[src/rtl/bist_pkg.sv]
// Shared types and constants for the BIST sequencing controller and its MISR.
package bist_pkg;

    typedef enum logic [2:0] {
        ST_IDLE,
        ST_SHIFT,
        ST_CAPTURE,
        ST_UNLOAD,
        ST_DRAIN,
        ST_DONE
    } state_t;

    localparam logic [7:0] MISR_TAPS     = 8'b1000_1110;
    localparam logic [7:0] DEF_MISR_SEED = 8'h00;
    localparam int         DEF_CHAIN_LEN = 8;

    // One MISR step: feedback from the tap positions, serial response folded into bit 0.
    function automatic logic [7:0] misr_step(input logic [7:0] m, input logic din);
        return {m[6:0], (^(m & MISR_TAPS)) ^ din};
    endfunction

endpackage

[src/rtl/bist_if.sv]
// Control/status bundle between the self-test wrapper and the BIST controller.
interface bist_if #(
    parameter int CNT_W = 5
);
    logic             start;
    logic             abort;
    logic             scan_data_in;
    logic             scan_en;
    logic             lfsr_en;
    logic             busy;
    logic             done;
    logic             pass;
    logic [7:0]       signature;
    logic [CNT_W-1:0] pattern_cnt;

    modport master (
        output start, abort, scan_data_in,
        input  scan_en, lfsr_en, busy, done, pass, signature, pattern_cnt
    );

    modport slave (
        input  start, abort, scan_data_in,
        output scan_en, lfsr_en, busy, done, pass, signature, pattern_cnt
    );
endinterface

[src/rtl/bist_misr.sv]
// 8-bit multiple-input signature register with seed load; reusable across self-test wrappers.
module bist_misr
    import bist_pkg::*;
(
    input  logic       i_clk,
    input  logic       i_rst,
    input  logic       i_load,
    input  logic [7:0] i_seed,
    input  logic       i_en,
    input  logic       i_din,
    output logic [7:0] o_sig
);

    logic [7:0] r_sig;

    always_ff @(posedge i_clk) begin
        if (i_rst) begin
            r_sig <= i_seed;
        end else if (i_load) begin
            r_sig <= i_seed;
        end else if (i_en) begin
            r_sig <= misr_step(r_sig, i_din);
        end
    end

    assign o_sig = r_sig;

endmodule

[src/rtl/bist_controller.sv]
// BIST sequencer: IDLE -> (SHIFT, CAPTURE) x NUM_PATTERNS -> UNLOAD -> DRAIN -> DONE.
// Sole source of scan_en; compacts the delayed scan response into the MISR.
module bist_controller
    import bist_pkg::*;
#(
    parameter int         CHAIN_LEN    = DEF_CHAIN_LEN,
    parameter int         NUM_PATTERNS = 16,
    parameter logic [7:0] GOLDEN       = 8'h00,
    parameter logic [7:0] MISR_SEED    = DEF_MISR_SEED
) (
    input  logic  i_clk,
    input  logic  i_rst,
    bist_if.slave bus
);

    localparam int               CNT_W    = $clog2(NUM_PATTERNS + 1);
    localparam int               BIT_W    = $clog2(CHAIN_LEN);
    localparam logic [BIT_W-1:0] BIT_LAST = BIT_W'(CHAIN_LEN - 1);
    localparam logic [CNT_W-1:0] PAT_MAX  = CNT_W'(NUM_PATTERNS);

    state_t           r_state;
    state_t           w_state_nxt;
    logic [BIT_W-1:0] r_bit_cnt;
    logic [CNT_W-1:0] r_pattern_cnt;
    logic             r_scan_en;
    logic             r_lfsr_en;
    logic             r_busy;
    logic             r_done;
    logic             r_pass;
    logic             r_misr_en;

    logic             w_scan_en_nxt;
    logic             w_lfsr_en_nxt;
    logic             w_busy_nxt;
    logic             w_done_nxt;
    logic             w_pass_nxt;
    logic             w_start_run;
    logic             w_bit_last;
    logic             w_compact;
    logic             w_misr_step;
    logic [7:0]       w_sig;
    logic [7:0]       w_sig_nxt;

    assign w_start_run = bus.start && !bus.abort && (r_state == ST_IDLE || r_state == ST_DONE);
    assign w_bit_last  = (r_bit_cnt == BIT_LAST);
    // The first SHIFT only flushes stale chain contents, so it is never compacted.
    assign w_compact   = r_scan_en && (r_state == ST_UNLOAD ||
                                       (r_state == ST_SHIFT && r_pattern_cnt != '0));
    assign w_misr_step = r_misr_en && !bus.abort;

    always_ff @(posedge i_clk) begin
        if (i_rst) begin
            r_state       <= ST_IDLE;
            r_scan_en     <= 1'b1;
            r_lfsr_en     <= 1'b0;
            r_busy        <= 1'b0;
            r_done        <= 1'b0;
            r_pass        <= 1'b0;
            r_bit_cnt     <= '0;
            r_pattern_cnt <= '0;
            r_misr_en     <= 1'b0;
        end else begin
            r_state   <= w_state_nxt;
            r_scan_en <= w_scan_en_nxt;
            r_lfsr_en <= w_lfsr_en_nxt;
            r_busy    <= w_busy_nxt;
            r_done    <= w_done_nxt;
            r_pass    <= w_pass_nxt;
            r_misr_en <= bus.abort ? 1'b0 : w_compact;

            if (bus.abort) begin
                r_bit_cnt <= '0;
            end else if (r_state == ST_SHIFT || r_state == ST_UNLOAD) begin
                r_bit_cnt <= w_bit_last ? '0 : r_bit_cnt + 1'b1;
            end

            if (bus.abort || w_start_run) begin
                r_pattern_cnt <= '0;
            end else if (w_state_nxt == ST_CAPTURE && r_pattern_cnt < PAT_MAX) begin
                r_pattern_cnt <= r_pattern_cnt + 1'b1;
            end
        end
    end

    always_comb begin
        w_state_nxt = r_state;
        if (bus.abort) begin
            w_state_nxt = ST_IDLE;
        end else begin
            case (r_state)
                ST_IDLE:    if (bus.start) w_state_nxt = ST_SHIFT;
                ST_SHIFT:   if (w_bit_last) w_state_nxt = ST_CAPTURE;
                // pattern_cnt already includes the capture in progress
                ST_CAPTURE: w_state_nxt = (r_pattern_cnt >= PAT_MAX) ? ST_UNLOAD : ST_SHIFT;
                ST_UNLOAD:  if (w_bit_last) w_state_nxt = ST_DRAIN;
                ST_DRAIN:   w_state_nxt = ST_DONE;
                ST_DONE:    if (bus.start) w_state_nxt = ST_SHIFT;
                default:    w_state_nxt = ST_IDLE;
            endcase
        end
    end

    always_comb begin
        w_scan_en_nxt = (w_state_nxt != ST_CAPTURE);
        w_lfsr_en_nxt = (w_state_nxt == ST_SHIFT);
        w_busy_nxt    = (w_state_nxt == ST_SHIFT) || (w_state_nxt == ST_CAPTURE) ||
                        (w_state_nxt == ST_UNLOAD) || (w_state_nxt == ST_DRAIN);
        w_done_nxt    = (w_state_nxt == ST_DONE);
        w_sig_nxt     = w_misr_step ? misr_step(w_sig, bus.scan_data_in) : w_sig;
        w_pass_nxt    = (w_state_nxt == ST_DONE) && (w_sig_nxt == GOLDEN);
    end

    bist_misr u_misr (
        .i_clk  (i_clk),
        .i_rst  (i_rst),
        .i_load (w_start_run),
        .i_seed (MISR_SEED),
        .i_en   (w_misr_step),
        .i_din  (bus.scan_data_in),
        .o_sig  (w_sig)
    );

    assign bus.scan_en     = r_scan_en;
    assign bus.lfsr_en     = r_lfsr_en;
    assign bus.busy        = r_busy;
    assign bus.done        = r_done;
    assign bus.pass        = r_pass;
    assign bus.signature   = w_sig;
    assign bus.pattern_cnt = r_pattern_cnt;

endmodule

[src/flat_wrapper.sv]
// flat-port wrapper written by rule: the top's interface ports become plain ports
module bist_controller_flat import bist_pkg::*;
#(
    parameter int         CHAIN_LEN    = DEF_CHAIN_LEN,
    parameter int         NUM_PATTERNS = 16,
    parameter logic [7:0] GOLDEN       = 8'h00,
    parameter logic [7:0] MISR_SEED    = DEF_MISR_SEED
)
  (i_clk, i_rst, bus_start, bus_abort, bus_scan_data_in, bus_scan_en, bus_lfsr_en, bus_busy, bus_done, bus_pass, bus_signature, bus_pattern_cnt);
  bist_if bus_i ();
  input  logic i_clk;
  input  logic i_rst;
  input wire logic [$bits(bus_i.start)-1:0] bus_start;
  input wire logic [$bits(bus_i.abort)-1:0] bus_abort;
  input wire logic [$bits(bus_i.scan_data_in)-1:0] bus_scan_data_in;
  output wire logic [$bits(bus_i.scan_en)-1:0] bus_scan_en;
  output wire logic [$bits(bus_i.lfsr_en)-1:0] bus_lfsr_en;
  output wire logic [$bits(bus_i.busy)-1:0] bus_busy;
  output wire logic [$bits(bus_i.done)-1:0] bus_done;
  output wire logic [$bits(bus_i.pass)-1:0] bus_pass;
  output wire logic [$bits(bus_i.signature)-1:0] bus_signature;
  output wire logic [$bits(bus_i.pattern_cnt)-1:0] bus_pattern_cnt;
  assign bus_i.start = bus_start;
  assign bus_i.abort = bus_abort;
  assign bus_i.scan_data_in = bus_scan_data_in;
  assign bus_scan_en = bus_i.scan_en;
  assign bus_lfsr_en = bus_i.lfsr_en;
  assign bus_busy = bus_i.busy;
  assign bus_done = bus_i.done;
  assign bus_pass = bus_i.pass;
  assign bus_signature = bus_i.signature;
  assign bus_pattern_cnt = bus_i.pattern_cnt;
  bist_controller #(.CHAIN_LEN(CHAIN_LEN), .NUM_PATTERNS(NUM_PATTERNS), .GOLDEN(GOLDEN), .MISR_SEED(MISR_SEED)) u_core (.i_clk(i_clk), .i_rst(i_rst), .bus(bus_i));
endmodule
[config.mk]
export PLATFORM = sky130hd
export DESIGN_NAME = bist_controller_flat
export DESIGN_NICKNAME = d
export VERILOG_FILES = /design/src/rtl/bist_pkg.sv /design/src/rtl/bist_if.sv /design/src/rtl/bist_misr.sv /design/src/rtl/bist_controller.sv /design/src/flat_wrapper.sv
export SDC_FILE = /design/constraint.sdc
export NUM_CORES = 1
export LEC_CHECK = 0
export ABC_AREA = 1
export ABC_CLOCK_PERIOD_IN_PS = 2400
export BUFFER_PORTS_ARGS = -buffer_cell sky130_fd_sc_hd__buf_2
export CAP_MARGIN = 10
export CORE_MARGIN = 1
export CORE_UTILIZATION = 25
export DETAILED_ROUTE_END_ITERATION = 7
export PLACE_DENSITY_LB_ADDON = 0.25
export SLEW_MARGIN = 20
export SYNTH_ARGS = -nofsm -noshare
export SYNTH_HDL_FRONTEND = slang
export SYNTH_SLANG_ARGS = --single-unit
[constraint.sdc]
create_clock -name i_clk -period 2.4 [get_ports i_clk]
set_input_delay 0.48 -clock i_clk [delete_from_list [all_inputs] [get_ports i_clk]]
set_output_delay 0.48 -clock i_clk [all_outputs]
set_load 0.01 [all_outputs]
After elaboration in Yosys (flattened, before gate mapping)
Index checks and enable logic that the tools add are counted.
{ "classes": {"mux": 8, "n_shift": 0, "addsub": 2, "n_lt_le_gt_ge": 2, "reduce_logical": 23, "n_mul": 0, "div": 0, "n_bitwise": 1, "eq_ne": 12} }
{ "op_table": {"columns": ["op", "n"], "rows": [
  ["3-bit equality test, second input constant", 5],
  ["3-bit 2-to-1 mux", 5],
  ["3-bit one-hot mux with 5 select lines", 1],
  ["3-bit by 2-bit equality test with 1-bit output, second input constant", 4],
  ["8-bit zero test", 1],
  ["8-bit 2-to-1 mux", 1],
  ["2-bit OR reduction", 4],
  ["8-bit parity", 1],
  ["1-bit logical AND", 7],
  ["1-bit logical OR", 7],
  ["3-bit by 1-bit equality test with 1-bit output, second input constant", 2],
  ["5-bit by 1-bit adder with 5-bit output, second input constant", 1],
  ["5-bit greater-or-equal comparator, second input constant", 1],
  ["5-bit less-than comparator, second input constant", 1],
  ["5-bit nonzero test", 1],
  ["3-bit by 1-bit adder with 3-bit output, second input constant", 1],
  ["3-bit zero test", 1],
  ["3-bit by 2-bit inequality test with 1-bit output, second input constant", 1],
  ["2-bit 2-to-1 mux", 1],
  ["1-bit zero test", 1],
  ["1-bit XOR", 1]
]} }
{ "word_totals": {"ramBits": 0, "rom_bits": 0, "latch_bits": 0, "memories": 0, "elab_cells": 58, "input_bits": 5, "output_inout_bits": 18, "regBits": 25} }

Longest topological paths before layout
Gate-level depths: netlist (run 1).
{ "logic_depth": {"ltp_word": 8, "depth_mapped": 12, "mapped_depth_nobuf": 12} }

Hierarchy
Synthesis (run 1) repeated with hierarchy kept, for this count alone.
{ "hier_totals": {"cells_unflattened": 169, "area_unflattened_um2": 1355.0} }
{ "by_module_without_submodules": {"columns": ["module", "cells_each", "area_each_um2", "n_inst", "seq_area_each_um2"], "rows": [
  ["bist_controller", 129, 899.6, 1, 340.3],
  ["bist_misr", 40, 455.4, 1, 240.2]
]} }

Least setup slack after synthesis (run 1)
OpenSTA, ideal clock, no wires.
{ "synth_timing": {"kind": "flip-flop to flip-flop", "from": "register u_core.r_bit_cnt[0]", "to": "register u_core.r_pattern_cnt[1], in the netlist u_core.bus.pattern_cnt[1]", "setup_ns": 0.113, "path_buffers": 0, "synth_period_minus_slack_ns": 1.429, "arrival_time_ns": 1.316, "required_time_ns": 2.287, "path_slack_ns": 0.971, "path_stages_with_launch": 9, "cell_sequence": "dfxtp_1 -> ha_1 -> ha_1 -> nand2_1 -> nand3_2 -> a21oi_4 -> nand3_4 -> nor2_1 -> nor2_1"} }
{ "synth_via": {"elab_chain_cells": 6, "elab_cells_between_ends": 7, "cone_classes": "eq/ne (2); mux (4); reduce/logical (1)"} }
{ "synth_lines": {"columns": ["element", "line", "rtl"], "rows": [
  ["from (decl)", "bist_controller.sv:23", "logic [BIT_W-1:0] r_bit_cnt;"],
  ["from (signal assigned)", "bist_controller.sv:74", "r_bit_cnt <= w_bit_last ? '0 : r_bit_cnt + 1'b1;"],
  ["3-bit equality test (*)", "bist_controller.sv:45", "assign w_bit_last = (r_bit_cnt == BIT_LAST);"],
  ["3-bit 2-to-1 mux, on equally long branches", "bist_controller.sv:95, bist_controller.sv:92", null],
  ["3-bit one-hot mux with 5 select lines (*)", "bist_controller.sv:90", "case (r_state)"],
  ["3-bit 2-to-1 mux (*)", "bist_controller.sv:87", "if (bus.abort) begin"],
  ["3-bit by 2-bit equality test with 1-bit output (*)", "bist_controller.sv:79", "end else if (w_state_nxt == ST_CAPTURE && r_pattern_cnt < PAT_MAX) begin"],
  ["1-bit logical AND (*)", "bist_controller.sv:79", null],
  ["to (signal assigned)", "bist_controller.sv:80", "r_pattern_cnt <= r_pattern_cnt + 1'b1;"],
  ["to (decl)", "bist_controller.sv:24", "logic [CNT_W-1:0] r_pattern_cnt;"]
]} }
Every way passes the cells marked *; elsewhere a longest branch is shown, timed or not.
A chain may end at the register's enable or synchronous reset.

Final worst setup path (run 1)
Same ends and word-level chain as after synthesis.

==> results of run 1 <==
[logic make-up after synthesis]
kind of cell / count (synthesis) / share of synthesized area
adders and majority gates: 4 / 0.0417
AOI/OAI and AO/OA: 22 / 0.113
DFF: 25 / 0.417
and+or+nand+nor: 75 / 0.303
xor gates and xnor gates: 6 / 0.0438
buffers and inverters: 24 / 0.0813
[cell usage after synthesis, types with 2 or more instances]
master	number	share of area
a211oi_1	2	0.013
a21oi_1	9	0.038
dfxtp_1	25	0.42
ha_1	4	0.042
inv_1	20	0.063
inv_2	3	0.0094
nand2_1	29	0.091
nand2_2	3	0.016
nand3_1	10	0.042
nand4_1	5	0.026
nor2_1	20	0.063
nor2_4	2	0.019
o21ai_0	5	0.021
o21ai_1	2	0.0083
xnor2_1	4	0.029
xor2_1	2	0.015
[where the power goes]
| group | leakage, nW | switching [mW] | internal (mW) | total [mW] |
|---|---|---|---|---|
| Clock | 0.0217 | 0.135 | 0.117 | 0.253 |
| Sequential | 0.202 | 0.00230 | 0.418 | 0.421 |
| Combinational | 0.422 | 0.0329 | 0.0148 | 0.0477 |
| Total | 0.646 | 0.170 | 0.551 | 0.721 |
[layout make-up]
type	instances	area [um^2]	area share
clock buffer	3	41.3	0.0292
clock inverter	1	7.51	0.00531
multi-input combinational	107	602	0.426
timing repair buffer	22	110	0.0779
inverter	23	86.3	0.0611
sequential	25	500	0.354
tap	52	65.1	0.0461
[critical path, cell delays in order, from the launching register on]
cell and delay [ns]:
dfxtp_1 0.33, ha_1 0.20, ha_1 0.19, nand2_1 0.09, nand3_2 0.10, a21oi_4 0.29
nand3_4 0.14, nor2_1 0.10, nor2_1 0.05
[flip-flops by register name, summed over array words and instances, names as in the netlist]
signal,flops
u_core.bus.done,1
u_core.bus.busy,1
u_core.bus.pass,1
u_core.bus.scan_en,1
u_core.u_misr.o_sig,8
u_core.bus.pattern_cnt,5
u_core.bus.lfsr_en,1
u_core.r_state,3
u_core.r_misr_en,1
u_core.r_bit_cnt,3
[routing by layer]
metal / track usage / vias to the layer above / wire length (um) / share of wire
li1: - / 556 / - / -
met1: 0.137 / 454 / 1210 / 0.50
met2: 0.166 / 18 / 1080 / 0.44
met3: 0.0253 / 2 / 106 / 0.044
met4: 0.0467 / 0 / 27 / 0.011
met5: 0 / - / 0 / 0
[final timing paths]
check	to
max reg2reg	u_core.bus.pattern_cnt[1]$_SDFFE_PP0P_
min	u_core.bus.busy$_SDFF_PP0_
min reg2reg	u_core.r_bit_cnt[1]$_SDFFE_PP0P_
max	u_core.bus.pattern_cnt[1]$_SDFFE_PP0P_
==> run metrics, run 1 <==
hold path cells=2; # hold bufs at CTS=0; failing checks=design-rule violations; RSZ-0062 raised after global routing=no; crit path DAT=1.74 ns; Crit Path Max Fanout=9; row cnt=24; worst slew margin relative to its limit=0.800; Slew Viols, Final=0; Synth Instances=156; largest net degree at the start of global routing=16; min-delay worst type=in -> reg; post-detail-place hpwl=1.91 mm; Synth Warn #=0; Inst Count DP=229; crit path from=u_core.r_bit_cnt[0]$_SDFFE_PP0P_; design area=1410 um^2; total CTS buffers=3; # setup viols final=0; routed len/inst=10.4 um; die width=71.3 um; worst hold start=i_rst; Routed WL=2.43 mm; commonest non-fill, non-tap cell in the layout=nand2_1; DRC errors left=2; die height=71.3 um; highest-count cells in the layout ignoring fill and taps=29 x nand2_1, 25 x dfxtp_1, 22 x buf_2; placed cell area=1360 um^2; R2R Setup Slk=0.83 ns; # nets final=191; Worst Tran Pin Value=0.299 ns; Synth-to-Final Area Change=17.7%; syn nets=165; Cell Area, Synth=1200 um^2; Fmax achieved=0.635 GHz; synthesized flop and latch total=25; core area=4470 um^2; Avg Inst Size Synth=7.69 um^2; post-route ant nets=0; worst hold margin=0.448 ns; WP data required=2.57 ns; period utilization=0.656; DRT iter0 DRCs=50; Initial Utilization=0.268; number of max-cap violations=0; Total Power=0.721 mW; clk root buf=clkbuf_8; Global Route Usage Sum=0.105; clk slew on worst S/H paths=0.09 ns; worst slack, placed=0.724 ns; CTS H-tree depth=1; Final Non-Filler Cells=233; number of synthesized flops with an enable pin=0; Peak VDD IR=0.000190 V; total negative slack=0 ns; CTS-repair resized insts=0; clock tree sinks=25; Tmin final=1.57 ns; R2R cell count=8; Distinct cells, synth=27; drt pass-1 iters=6; Via density=4.42; Fillers=490; gp weighted congestion=0.749; initial antenna violation count=0; Final WS setup=0.826 ns; GR Overflow Total=0; CTS tree=yes; ant diodes=0; Seq/Total Area, Yosys=0.417; final core occ=0.316; pwr dens=510 nW/um^2; Hold Violations, Final=0; vias post-DR=1030; IO Count=23; input/output buffers=22; Clock Latency Late Sink=0.26 ns; clk buf depth=2; RR Startpoint=u_core.r_bit_cnt[0]$_SDFFE_PP0P_; WS Path Type=reg -> reg; skew final=0.00205 ns; Async SR Flop Fraction=0; vias in the first global route=950; Worst setup EP type=flop; share of cells above drive strength 1=0.215; Leak=0.646 nW; first-pass GRT wire length=4.26 mm; startpoint types=flop; total die area=5080 um^2; Post-CTS Setup Inserts=0; outcome=finished, violations left; Primary FF master, synth=dfxtp_1
(Power assumes the default switching activity.)
==> run 2: changes to the inputs <==
--- a/config.mk
+++ b/config.mk
@@ -6,7 +6,7 @@
 export NUM_CORES = 1
 export LEC_CHECK = 0
 export ABC_AREA = 1
-export ABC_CLOCK_PERIOD_IN_PS = 2400
+export ABC_CLOCK_PERIOD_IN_PS = 1400
 export BUFFER_PORTS_ARGS = -buffer_cell sky130_fd_sc_hd__buf_2
 export CAP_MARGIN = 10
 export CORE_MARGIN = 1
==> constraint.sdc (replaced) <==
create_clock -name i_clk -period 1.4 [get_ports i_clk]
set_input_delay 0.28 -clock i_clk [delete_from_list [all_inputs] [get_ports i_clk]]
set_output_delay 0.28 -clock i_clk [all_outputs]
set_load 0.01 [all_outputs]
==> run 2 against run 1 <==
Net effect: the flow finishes with violations (design-rule violations, negative setup slack); sequential cell count unchanged; routed wire length increased by 16%; critical path depth increased by 4; first-iteration DRC count decreased by 8.0%; setup slack got worse by 0.93 ns; utilization increased by 5.9 points; clock-buffer cell count unchanged; hold slack got worse by 0.19 ns; sequential power increased by 72%; fmax increased by 4.9%; non-clock buffer count increased by 22; final cell count increased by 9.9%; largest cell class unchanged.
==> run metrics, run 2 (same netlist as run 1, synthesis figures left out) <==
DRT iter0 DRCs=46; worst slew margin relative to its limit=0.813; hold path cells=2; GR Overflow Total=0; Routed WL=2.81 mm; Peak VDD IR=0.000302 V; switch share=0.242; design area=1680 um^2; largest net degree at the start of global routing=16; RR Startpoint=u_core.r_bit_cnt[0]$_SDFFE_PP0P_; Critical Path Max Stage Delay=0.34 ns; Synth-to-Final Area Change=39.7%; Global Route Usage Sum=0.117; gp weighted congestion=0.748; post-detail-place hpwl=2.06 mm; highest-count cells in the layout ignoring fill and taps=25 x nand2_1, 22 x buf_2, 21 x dfxtp_1; skew final=0.00191 ns; R2R Setup Slk=-0.10 ns; clk buf depth=2; worst hold start=i_rst; Initial Utilization=0.268; Clk pwr share=0.336; row cnt=24; vias post-DR=1152; post-route ant nets=0; Fmax achieved=0.666 GHz; outcome=finished, violations left; Crit Path Max Fanout=5; crit path DAT=1.72 ns; final core occ=0.375; max reg flops=8; core area=4470 um^2; number of max-cap violations=0; Hold Violations, Final=0; Buf/Inv on CP=2; pwr dens=777 nW/um^2; routed len/inst=11.0 um; CTS H-tree depth=1; RSZ-0062 raised after global routing=yes; vias in the first global route=1078; startpoint types=flop; Via density=4.50; clk slew on worst S/H paths=0.09 ns; total die area=5080 um^2; CP Depth=12; initial antenna violation count=0; # hold bufs at CTS=0; Flop pwr share=0.556; ant diodes=0; IO Count=23; combinational group share of total power=0.108; Slew Viols, Final=0; total CTS buffers=3; clk root buf=clkbuf_8; Clock Latency Late Sink=0.27 ns; worst-path cell chain=ha_4, ha_4, inv_2, nand3_2, nand2_2, nor2_2, nand2_2, nand2_4, buf_6, nor2_4, nand2_2, nor2_2; first-pass GRT wire length=4.69 mm; DRC errors left=3; die height=71.3 um; Final WS setup=-0.101 ns; Int Pwr=0.987 mW; Worst Tran Pin Value=0.281 ns; Leak=0.758 nW; Hold EP=u_core.r_state[0]$_SDFF_PP0_; commonest non-fill, non-tap cell in the layout=nand2_1; period utilization=1.07; share of cells above drive strength 1=0.387; Fillers=469; # setup viols final=12; Net Switching=0.315 mW; drt pass-1 iters=6; R2R cell count=12; WP data required=1.62 ns; CP delay by family, top=simple AND/OR/NAND/NOR gates; CP most frequent cell=nand2_2; min-delay worst type=in -> reg; WS Path Type=reg -> reg; Worst setup EP type=flop; CTS tree=yes; FF-to-FF End=u_core.bus.pass$_SDFF_PP0_; placed cell area=1520 um^2; Tmin final=1.50 ns; Worst path slowest cell=dfxtp_2; failing checks=design-rule violations, negative setup slack; clock tree sinks=25; die width=71.3 um; input/output buffers=22; # nets final=214
[run 2: per-stage QoR]
stage | hold slack [ns] | cells | setup slack [ns] | setup TNS, ns | power [mW]
floorplan | 0.349 | 156 | -0.00983 | -0.00983 | 0.794
global placement | 0.466 | 244 | -0.121 | -0.718 | 0.849
detailed placement | 0.472 | 244 | -0.141 | -0.728 | 0.848
CTS | 0.252 | 254 | -0.0783 | -0.462 | 1.31
global route | 0.255 | 256 | -0.185 | -1.84 | 1.36
finish | 0.255 | 256 | -0.101 | -0.649 | 1.30
[run 2: final cells by class]
class,count,area (um^2),share of cell area
Multi-Input combinational cell,108,672,0.401
Sequential cell,25,505,0.301
Timing Repair Buffer,44,299,0.178
Inverter,23,86.3,0.0515
Tap cell,52,65.1,0.0388
Clock buffer,3,41.3,0.0246
Clock inverter,1,7.51,0.00448
[run 2: how the worst max path moves through the flow]
stage | startpoint | to | slack (ns)
after floorplan | u_core.r_bit_cnt[1]$_SDFFE_PP0P_ | u_core.bus.pattern_cnt[1]$_SDFFE_PP0P_ | -0.01
after global placement | u_core.r_bit_cnt[1]$_SDFFE_PP0P_ | u_core.bus.pattern_cnt[1]$_SDFFE_PP0P_ | -0.12
after detailed placement | u_core.r_bit_cnt[1]$_SDFFE_PP0P_ | u_core.bus.pattern_cnt[1]$_SDFFE_PP0P_ | -0.14
after CTS | u_core.r_bit_cnt[0]$_SDFFE_PP0P_ | u_core.bus.pass$_SDFF_PP0_ | -0.08
after global routing | u_core.r_bit_cnt[0]$_SDFFE_PP0P_ | u_core.bus.pass$_SDFF_PP0_ | -0.19
final | u_core.r_bit_cnt[0]$_SDFFE_PP0P_ | u_core.bus.pass$_SDFF_PP0_ | -0.10
[run 2: repair_timing]
item,CTS,global route
resized for setup,7,10
gates cloned,1,0
setup buffers,5,2
pin swaps,12,8
endpoints found under the setup margin,10,21
[run 2: power by group through the flow]
stage	registers (mW)	clock network (mW)	logic [mW]
2_1_floorplan	0.740	0	0.0538
3_3_place_gp	0.740	0	0.109
3_5_place_dp	0.740	0	0.109
4_1_cts	0.724	0.458	0.128
5_1_grt	0.725	0.478	0.154
6_report	0.724	0.438	0.140
[run 2: routing by layer]
layer,up-vias,part of all wire,track usage,wire (um)
li1,607,-,-,-
met1,519,0.50,0.149,1390
met2,24,0.46,0.194,1290
met3,2,0.033,0.0253,92
met4,0,0.012,0.0467,34
met5,-,0,0,0
[run 2: worst reg2reg max path, cell delays in order (launching register included)]
cell     delay (ns)
dfxtp_2        0.34
ha_4           0.16
ha_4           0.15
inv_2          0.05
nand3_2        0.08
nand2_2        0.07
nor2_2         0.03
nand2_2        0.09
nand2_4        0.08
buf_6          0.14
nor2_4         0.09
nand2_2        0.06
nor2_2         0.10
